File: src/rtl/rr_arb_nx1.sv
// Round-robin N-to-1 arbiter with a registered valid/ready output stage.
// A rotating pointer gives first claim to the requester after the last winner.
module rr_arb_nx1 #(
    parameter int M = 2,
    parameter int N = 2**M,
    parameter int W = 8
) (
    input  logic           clk,
    input  logic           rst,
    input  logic [N-1:0]   req,
    input  logic [N*W-1:0] din,
    output logic [N-1:0]   gnt,
    output logic [M-1:0]   sel,
    output logic           out_valid,
    input  logic           out_ready,
    output logic [W-1:0]   dout
);

    typedef enum logic {EMPTY = 1'b0, FULL = 1'b1} state_t;

    state_t         state, state_nxt;
    logic [M-1:0]   ptr;
    logic [M-1:0]   winner;
    logic [M-1:0]   idx;
    logic           found;
    logic           window;
    logic           grant;
    logic [W-1:0]   wdata;

    // Scan ptr, ptr+1, ... with natural M-bit wrap; first active request wins.
    always_comb begin
        found  = 1'b0;
        winner = ptr;
        idx    = ptr;
        for (int k = 0; k < N; k++) begin
            idx = ptr + M'(k);
            if (!found && req[idx]) begin
                found  = 1'b1;
                winner = idx;
            end
        end
    end

    always_comb begin
        wdata = '0;
        for (int i = 0; i < N; i++) begin
            if (winner == M'(i)) begin
                wdata = din[i*W +: W];
            end
        end
    end

    assign window = (state == EMPTY) || out_ready;
    assign grant  = window && found && !rst;

    // State register
    always_ff @(posedge clk) begin
        if (rst) begin
            state <= EMPTY;
        end else begin
            state <= state_nxt;
        end
    end

    // Next-state logic: an open window either refills or drains the stage
    always_comb begin
        state_nxt = state;
        if (window) begin
            state_nxt = found ? FULL : EMPTY;
        end
    end

    // Output logic
    always_comb begin
        gnt = '0;
        if (grant) begin
            gnt[winner] = 1'b1;
        end
        out_valid = (state == FULL);
    end

    // Captured word, its source index and the rotating priority pointer
    always_ff @(posedge clk) begin
        if (rst) begin
            dout <= '0;
            sel  <= '0;
            ptr  <= '0;
        end else if (grant) begin
            dout <= wdata;
            sel  <= winner;
            ptr  <= winner + M'(1);
        end
    end

endmodule
File: config.mk
export PLATFORM = sky130hd
export DESIGN_NAME = rr_arb_nx1
export DESIGN_NICKNAME = d
export VERILOG_FILES = /design/src/rtl/rr_arb_nx1.sv
export SDC_FILE = /design/constraint.sdc
export NUM_CORES = 1
export LEC_CHECK = 0
export BUFFER_PORTS_ARGS = -buffer_cell sky130_fd_sc_hd__buf_2
export CORE_ASPECT_RATIO = 0.7
export CORE_MARGIN = 2
export CORE_UTILIZATION = 46
export DETAILED_ROUTE_END_ITERATION = 16
export PLACE_DENSITY = 0.84
export SYNTH_ARGS = -nofsm -noshare
export SYNTH_HDL_FRONTEND = slang
export SYNTH_SLANG_ARGS = --single-unit
File: constraint.sdc
create_clock -name clk -period 3.5 [get_ports clk]
set_input_delay 0.175 -clock clk [delete_from_list [all_inputs] [get_ports clk]]
set_output_delay 0.175 -clock clk [all_outputs]
set_load 0.005 [all_outputs]
==> metrics.txt <==
CP max-delay cell dfxtp_1; share of cells above drive strength 1 39.31%; Clock Sink Count 13; DR WL/cell 12.93 um; Fin. Hold Viols 0; Die Footprint 0.002411 sq mm; setup bufs post-CTS 0; FF-to-FF Start ptr[1]; TritonCTS clock tree yes; final wirelength 2.521 mm; met2 GRT Util 38.41%; detailed-route DRC error count 0; post-route setup TNS 0 ns; Worst EP required 3.32 ns; Iteration-0 DRC Markers 39; worst-margin pin slew 0.7889 ns; CTS clk-pin slew, worst paths 0.08 ns; async set or reset register ratio after synthesis 0%; core area 0.001887 sq mm; pwr/cell area 476.9 mW/mm^2; total chip power 0.0005764 W; cell family with the largest share of critical-path delay compound AO/OA/AOI/OAI gates; M3 GR Usage 7.788%; post-route ant nets 0; switching power 0.0002323 W; count of boundary I/O pins 54; worst-path fanout max 17; die height 41.69 um; Max Cap Violations 0; Post-Syn Nets 167; RSZ-0062 raised after global routing no; HP Class in2reg; # rows 13; antenna violations before repair 0; ys flop type dfxtp_1; Critical Path AT 2.26 ns; Layout area overhead 29.49%; crit-path max cell delay 0.43 ns; Placer Congestion 0.8377; internal reg-to-reg setup slack 1.11 ns; min Tclk post-route 2.437 ns; Max Root-Sink Buffers 2; Switching Fraction 40.29%; number of global-route vias before repair 979; sequential share of power 34.6%; clock power share 16.3%; DR vias 1033; global route overflow 0; Final nets 217; Startpoint Class register; final setup vio count 0; worst setup path class reg2out; Hold Path Stages 2; DR vias/cell 5.297; combinational share of power 49.0%; grt met1 use 25.29%; fillers 159; Chip Width 57.84 um; Crit. End Element primary output; Reg2Reg Capture Point dout[7]; sink of the worst hold path out_valid; P_int 0.0003442 W; CP cell instances a21oi_1, o22a_1, o22ai_1, inv_1, ha_1, and2_1, buf_2; number of cells upsized or downsized after cts 0; Starting Density 49.47%; IO Port Bufs 53; DP HPWL 1.960 mm; sequential-to-total area share from yosys stat 27.88%; Syn. warnings 0; drt first pass iters 4; CTS buffer count 3; origin of the worst min-delay path rst; count of different cell masters after synthesis 28; Reg2Reg Depth 9; worst vdd ir 300.8 uV; leakage power 0.6131 nW; H-tree depth 1; Mean Syn Cell Area 7.527 sq um; number of max-slew violations in the final report 0; hold_buf cts 0; Total GRT Usage 21.75%; largest net degree at the start of global routing 21; Worst-Skew Late Latency 0.28 ns; Top Usage Layer GRT met2; Buf/Inv on CP 2; max_slew headroom 47.35%; Period Utilization, post-route 69.64%; outcome complete, no violations; Clk Tree Root Cell clkbuf_4; Post-synth EDFFs 0; #FFs+latches synth 13; Post-Syn Area 933.4 sq um; fmax 410.3 MHz; global-route wire length before repair 4.112 mm; skew final 0.006039 ns; Post-Synthesis Cells 124; # diodes 0
## through the flow
| step | hold slack (ns) | utilization [%] | std cells | instance area, sq um | setup WS, ns |
|---|---|---|---|---|---|
| global placement | 0.4476 | 62.60 | 191 | 1181 | 1.319 |
| global route | 0.1456 | 64.06 | 195 | 1209 | 0.9060 |
| detailed placement | 0.4557 | 62.60 | 191 | 1181 | 1.177 |
| floorplan | 0.2441 | - | 124 | 933.4 | 1.454 |
| finish | 0.1465 | 64.06 | 195 | 1209 | 1.063 |
| CTS | 0.1357 | 64.06 | 195 | 1209 | 1.077 |
## synth_stat cells (4+ instances only)
| master | count | area [sq um] |
|---|---|---|
| dfxtp_1 | 13 | 260.3 |
| and2_1 | 4 | 25.02 |
| a22oi_1 | 8 | 60.06 |
| clkbuf_1 | 4 | 15.01 |
| o21ai_0 | 8 | 40.04 |
| a21oi_2 | 6 | 52.55 |
| inv_1 | 12 | 45.04 |
| a21oi_1 | 31 | 155.2 |
| ha_1 | 4 | 50.05 |
| nand2_1 | 12 | 45.04 |
## state kept, by name (all words and copies together) (netlist names)
name / cells
ptr: 2
out_valid: 1
sel: 2
dout: 8
## power by group through the flow
stage                Clock, W  Sequential, W  Combinational, W
finish              0.0000941       0.000200          0.000283
global route         0.000102       0.000202          0.000318
CTS                 0.0000989       0.000199          0.000280
detailed placement          0       0.000202          0.000279
global placement            0       0.000200          0.000269
floorplan                   0       0.000202          0.000192
## worst max-delay path by stage
stage,end,startpoint,depth (start not counted)
2_1_floorplan,dout[6],ptr[1],11
3_3_place_gp,dout[7],ptr[1],9
3_5_place_dp,dout[7],ptr[1],9
4_1_cts,gnt[3],ptr[1],7
5_1_grt,dout[7],ptr[1],9
6_report,gnt[2],ptr[1],7
## cell type report
class / count / area [sq um] / share of cell area, %
Sequential cell: 13 / 260.3 / 21.53
Tap cell: 22 / 27.53 / 2.277
Multi-Input combinational cell: 89 / 571.8 / 47.31
Clock buffer: 3 / 22.52 / 1.863
Clock inverter: 1 / 5.005 / 0.4141
Timing Repair Buffer: 54 / 272.8 / 22.57
Inverter: 13 / 48.80 / 4.037
## per-layer routing
metal | part of all wire [%] | routed length (um)
met2 | 49 | 1229
met1 | 45 | 1144
met3 | 5.8 | 146
met5 | 0 | 0
met4 | 0 | 0
## layout by cell type (no fill, tap or decap), drive strengths merged, types with 2 or more instances in the layout
cell type  Yosys  routed
buf            4      54
a21oi         37      37
dfxtp         13      13
inv           13      13
nand2         12      12
o21ai          9       9
a22oi          8       8
and2           4       4
ha             4       4
clkbuf         5       3
nor2b          2       2
mux2i          2       2
nor3b          2       2
## logic make-up after synthesis
logic type / after synthesis / synth area share, %
multiplexers: 2 / 2.145
buffers and inverters: 22 / 10.86
AO/OA/AOI/OAI: 59 / 38.20
adder cells (fa/ha/maj): 4 / 5.362
AND/OR/NAND/NOR: 24 / 15.55
flip-flops: 13 / 27.88
Power figures use the tool's default switching activity.
